File: src/rtl/fifo_pkg.sv
// Shared width helpers and access-op encoding for the fifo_sync elastic buffer.
package fifo_pkg;

    typedef enum logic [1:0] {
        OP_IDLE = 2'b00,
        OP_RD   = 2'b01,
        OP_WR   = 2'b10,
        OP_RW   = 2'b11
    } op_e;

    function automatic int ptr_width(input int depth);
        return (depth <= 2) ? 1 : $clog2(depth);
    endfunction

    function automatic int cnt_width(input int depth);
        return $clog2(depth + 1);
    endfunction

endpackage

File: src/rtl/fifo_mem.sv
// DEPTH x DWIDTH register array: synchronous write port, asynchronous read port.
module fifo_mem #(
    parameter int DWIDTH = 16,
    parameter int DEPTH  = 8,
    parameter int AWIDTH = 3
) (
    input  logic              clk,
    input  logic              we,
    input  logic [AWIDTH-1:0] waddr,
    input  logic [DWIDTH-1:0] wdata,
    input  logic [AWIDTH-1:0] raddr,
    output logic [DWIDTH-1:0] rdata
);

    logic [DWIDTH-1:0] mem [DEPTH];

    always_ff @(posedge clk) begin
        if (we) begin
            mem[waddr] <= wdata;
        end
    end

    assign rdata = mem[raddr];

endmodule

File: src/rtl/fifo_sync.sv
// Parametrised single-clock FIFO with thresholds, occupancy count, sticky
// error flags and optional first-word-fall-through output.
module fifo_sync
    import fifo_pkg::*;
#(
    parameter int DWIDTH    = 16,
    parameter int DEPTH     = 8,
    parameter int AFULL_TH  = 6,
    parameter int AEMPTY_TH = 2,
    parameter int FWFT      = 0
) (
    input  logic                       clk,
    input  logic                       rst,
    input  logic                       wr_en,
    input  logic [DWIDTH-1:0]          din,
    input  logic                       rd_en,
    output logic [DWIDTH-1:0]          dout,
    output logic                       full,
    output logic                       empty,
    output logic                       almost_full,
    output logic                       almost_empty,
    output logic [$clog2(DEPTH+1)-1:0] count,
    output logic                       overflow,
    output logic                       underflow,
    input  logic                       err_clr
);

    localparam int PTR_W = ptr_width(DEPTH);
    localparam int CNT_W = cnt_width(DEPTH);

    typedef logic [PTR_W-1:0] ptr_t;
    typedef logic [CNT_W-1:0] cnt_t;

    if (DEPTH < 2) begin : g_bad_depth
        $error("fifo_sync: DEPTH must be >= 2");
    end
    if (AFULL_TH < 1 || AFULL_TH > DEPTH) begin : g_bad_afull
        $error("fifo_sync: AFULL_TH must be in 1..DEPTH");
    end
    if (AEMPTY_TH < 0 || AEMPTY_TH > DEPTH - 1) begin : g_bad_aempty
        $error("fifo_sync: AEMPTY_TH must be in 0..DEPTH-1");
    end

    ptr_t              wptr;
    ptr_t              rptr;
    cnt_t              count_q;
    logic              ovf_q;
    logic              unf_q;
    logic              rd_acc;
    logic              wr_acc;
    op_e               op;
    logic [DWIDTH-1:0] rdata;

    // Explicit wrap so non-power-of-two depths work.
    function automatic ptr_t ptr_inc(input ptr_t p);
        return (p == ptr_t'(DEPTH - 1)) ? '0 : p + ptr_t'(1);
    endfunction

    assign empty        = (count_q == '0);
    assign full         = (count_q == cnt_t'(DEPTH));
    assign almost_full  = (count_q >= cnt_t'(AFULL_TH));
    assign almost_empty = (count_q <= cnt_t'(AEMPTY_TH));
    assign count        = count_q;
    assign overflow     = ovf_q;
    assign underflow    = unf_q;

    // A read frees a slot in the same cycle, so a full FIFO still accepts a paired write.
    assign rd_acc = rd_en & ~empty;
    assign wr_acc = wr_en & (~full | rd_acc);
    assign op     = op_e'({wr_acc, rd_acc});

    always_ff @(posedge clk or posedge rst) begin
        if (rst) begin
            wptr    <= '0;
            rptr    <= '0;
            count_q <= '0;
            ovf_q   <= 1'b0;
            unf_q   <= 1'b0;
        end else begin
            if (wr_acc) begin
                wptr <= ptr_inc(wptr);
            end
            if (rd_acc) begin
                rptr <= ptr_inc(rptr);
            end
            case (op)
                OP_WR:   count_q <= count_q + cnt_t'(1);
                OP_RD:   count_q <= count_q - cnt_t'(1);
                default: count_q <= count_q;
            endcase
            ovf_q <= (wr_en & ~wr_acc) | (ovf_q & ~err_clr);
            unf_q <= (rd_en & ~rd_acc) | (unf_q & ~err_clr);
        end
    end

    fifo_mem #(
        .DWIDTH (DWIDTH),
        .DEPTH  (DEPTH),
        .AWIDTH (PTR_W)
    ) u_mem (
        .clk   (clk),
        .we    (wr_acc),
        .waddr (wptr),
        .wdata (din),
        .raddr (rptr),
        .rdata (rdata)
    );

    if (FWFT != 0) begin : g_fwft
        assign dout = rdata;
    end else begin : g_std
        logic [DWIDTH-1:0] dout_q;

        always_ff @(posedge clk or posedge rst) begin
            if (rst) begin
                dout_q <= '0;
            end else if (rd_acc) begin
                dout_q <= rdata;
            end
        end

        assign dout = dout_q;
    end

endmodule
File: config.mk
export PLATFORM = sky130hd
export DESIGN_NAME = fifo_sync
export DESIGN_NICKNAME = d
export VERILOG_FILES = /design/src/rtl/fifo_pkg.sv /design/src/rtl/fifo_mem.sv /design/src/rtl/fifo_sync.sv
export SDC_FILE = /design/constraint.sdc
export NUM_CORES = 1
export LEC_CHECK = 0
export ABC_AREA = 1
export CAP_MARGIN = 20
export CORE_ASPECT_RATIO = 1.5
export CORE_MARGIN = 1
export CORE_UTILIZATION = 50
export DETAILED_ROUTE_END_ITERATION = 16
export HOLD_SLACK_MARGIN = 0.02
export PLACE_DENSITY = 0.72
export REMOVE_ABC_BUFFERS = 1
export SYNTH_ARGS = -nofsm -noshare
export SYNTH_HDL_FRONTEND = slang
export SYNTH_HIERARCHICAL = 1
export SYNTH_SLANG_ARGS = --single-unit
File: constraint.sdc
create_clock -name clk -period 1.95 [get_ports clk]
set_clock_uncertainty 0.2 [all_clocks]
set_input_delay 0.39 -clock clk [delete_from_list [all_inputs] [get_ports clk]]
set_output_delay 0.39 -clock clk [all_outputs]
set_load 0.05 [all_outputs]
==> flow_summary.yaml <==
run_status:
  status: "finished, violations left"
  violations: "setup timing"
critical_path:
  worst-path-stages: 4
  r2r_start: "count[2]"
  rr_worst_depth: 8
  worstSetupPathType: "reg2out"
  crit_start: "count[0]"
  path_buf_inv: 2
  timing.rr.end: "u_mem/mem[3][10]"
  startpoint_type: "flip-flop"
  crit_end: "full"
  crit_slowest_cell: "dfrtp_1"
  crit_chain: "nor2_4 -> nand3_2 -> inv_2 -> buf_12"
  critPathMaxFanout: 3
  critPathTopFamily: "flip-flops"
  crit_required_ns: 1.36
  cp_data_arrival_time_ns: 1.37
  rrSetupSlack_ns: 0.01
  cpPeakStageDelay_ns: 0.42
  cp-end-kind: "primary output"
pwr:
  p_per_area_nw_per_um2: 1620
  cellLeakagePower_nw: 4.15
  ir_drop_v: 0.000804
floorplanning:
  die_h_um: 148
  dieArea_um2: 14600
  start_util: 0.517
  die_w_um: 99.1
  pin_count: 47
  coreArea_um2: 13700
  core.rowCount: 52
finish:
  diodes: 0
  syn2layout_area_growth_pct: 22.8
  stdcell_count: 987
  seqCellArea_um2: 4550
  drive_above_1_share: 0.177
  n_fill_cell: 1025
  multi_input_area_um2: 1780
  nets: 840
clock_network:
  ctsHoldBuffers: 0
  clkTransAtPathRegs_ns: 0.07
  clk_path_buf_depth: 2
  cts_sinks: 156
  insertion_delay_ns: 0.42
  cts_buffers: 17
  tritoncts: "built"
  cts_max_level: 4
  ctsRootBufferMaster: "clkbuf_16"
sta:
  slew_violations: 0
  final.setup.tns_ns: -0.00744
  finalCritPeriodShare: 1.00
  finalHoldViolations: 0
  fmax_ghz: 0.511
  setup_ws_ns: -0.00744
  rsz0062_at_grt: "yes"
  period_needed_ns: 1.96
  timing.max_slew.rel_slack: 0.576
  tightest_slew_ns: 0.635
  final-setup-viol-count: 1
grt:
  grt_max_degree: 45
  gr-total-overflow: 0
  grt_pass1_wl_um: 26000
  grt_pass1_vias: 5060
  antenna_found_initial: 0
  grt_use_total: 0.242
synth:
  synth_seq_area_share: 0.643
  netlist_top_cells_area: "edfxtp_1 54%, nand2_1 15%, dfrtp_1 9.9%"
  ys_warn_count: 6
  ys_ff_latch: 156
  synth_cell_type_count: 24
  async_flop_share: 0.179
  netlist.area_leader.share: 0.544
  ys.flop_type: "edfxtp_1"
  yosysMostFrequentCell: "nand2_1"
  synth_edf_count: 128
  netlist_area_um2: 7070
  synth.avg_cell_area_um2: 9.74
  synth_cells: 726
  synth_common_cells: "276 x nand2_1, 148 x inv_1, 128 x edfxtp_1, 72 x nand3_1, 28 x dfrtp_1"
  synth_top_cell_by_area: "edfxtp_1"
drt:
  drt-total-wl_um: 16800
  avgViaCountPerCell: 5.14
  drtIter0Drc: 495
  wl_per_cell_um: 17.0
  vias: 5070
  postRouteAntennaNets: 0
  drc: 0
  firstDrtPassIters: 6
placement:
  dpl.hpwl_um: 10900
  placed_cells: 946
  gp_congestion: 0.864
  port_buffers: 46
job:
  cap_viol_max_count: 0
hold_path:
  holdCritPathClass: "in2async"
-- stage by stage --
step	setup slack (ns)	cell area [µm²]	utilization	hold slack (ns)	power (mW)
floorplan	-0.857	6840	-	0.255	7.98
global placement	-0.312	7850	0.574	0.265	9.91
detailed placement	-0.368	7850	0.574	0.270	10.1
CTS	-0.0132	8570	0.627	0.156	13.9
global route	-0.0904	8680	0.635	0.187	14.8
finish	-0.00744	8680	0.635	0.151	14.1
-- worst min-delay path by stage --
stage	startpoint	endpoint	slack [ns]
global placement	dout[1]	dout[1]	0.26
finish	rst	dout[11]	0.15
global route	rst	dout[1]	0.19
detailed placement	dout[1]	dout[1]	0.27
floorplan	rst	count[0]	0.26
CTS	rst	dout[11]	0.16
-- where the power goes --
part / leakage, nW / internal, mW / total, mW / switching, mW
clock: 0.310 / 2.31 / 3.65 / 1.33
sequential: 1.51 / 4.29 / 4.63 / 0.338
combinational: 2.33 / 2.01 / 5.78 / 3.77
total: 4.15 / 8.61 / 14.1 / 5.45
-- worst register-to-register path: cells and delay by family, from the launching register on --
| family | cells | cell delay [ns] |
|---|---|---|
| and+or+nand+nor | 4 | 0.56 |
| buffers and inverters | 4 | 0.47 |
| DFF | 1 | 0.41 |
-- cells by family (layout without fill, tap and decap cells) --
| group | count (synthesis) | in the layout | share of synthesized area |
|---|---|---|---|
| buffers and inverters | 179 | 278 | 0.113 |
| flip-flops | 156 | 156 | 0.643 |
| AO/OA/AOI/OAI | 8 | 8 | 0.00708 |
| XOR/XNOR | 1 | 1 | 0.00124 |
| AND/OR/NAND/NOR | 375 | 375 | 0.223 |
| adder cells (fa/ha/maj) | 7 | 7 | 0.0135 |
-- repair_timing --
item                                    CTS  global route
endpoints found under the setup margin    3            76
pin swaps                                 1             4
setup buffers                             3             6
gates resized for setup                  16            19
hold endpoints to repair                  0             0
-- placed cells by master (no fill, tap or decap) --
| cell | synthesis | layout |
|---|---|---|
| nand2_2 | 10 | 10 |
| edfxtp_1 | 128 | 128 |
| buf_6 | 8 | 10 |
| nand2_1 | 276 | 276 |
| buf_4 | 4 | 55 |
| clkinvlp_4 | 0 | 3 |
| clkbuf_1 | 0 | 1 |
| fa_2 | 0 | 1 |
| o21ai_1 | 1 | 1 |
| nand3_2 | 0 | 3 |
| inv_2 | 4 | 7 |
| buf_12 | 2 | 9 |
| o21ai_2 | 1 | 3 |
| dfrtp_2 | 0 | 1 |
| nand3_1 | 72 | 69 |
| bufinv_16 | 0 | 5 |
| nand2_4 | 4 | 4 |
| o21a_1 | 2 | 2 |
| nor2_4 | 2 | 3 |
| ha_4 | 0 | 1 |
| clkbuf_16 | 0 | 17 |
| clkbuf_8 | 0 | 1 |
| o22ai_1 | 1 | 1 |
| clkinv_4 | 0 | 5 |
| dfrtp_1 | 28 | 27 |
| ha_1 | 6 | 5 |
| o21ai_0 | 3 | 1 |
| clkdlybuf4s50_1 | 0 | 20 |
| inv_4 | 0 | 2 |
| inv_6 | 0 | 1 |
| xnor2_1 | 1 | 1 |
| inv_1 | 148 | 142 |
| nand4_1 | 2 | 2 |
| nor2_2 | 1 | 5 |
| nor2_1 | 8 | 3 |
-- flip-flops by register name (all words and copies together) (netlist names) --
register	cells
overflow	1
count	4
rptr	3
dout	16
u_mem/mem	128
underflow	1
wptr	3
-- per-layer routing --
metal,vias up,wire length [µm],GRT usage
met1,2395,6320,0.284
met5,-,0,0
met3,48,921,0.0392
met2,214,8850,0.422
li1,2413,-,-
met4,0,707,0.130
-- layout make-up --
class                      count  area share
timing repair buffer          94       0.104
sequential                   156       0.524
clock buffer                  19      0.0510
clock inverter                13      0.0249
inverter                     152      0.0669
tap                          162      0.0234
multi-input combinational    391       0.206
No activity file was read; power rests on OpenSTA's default activity.
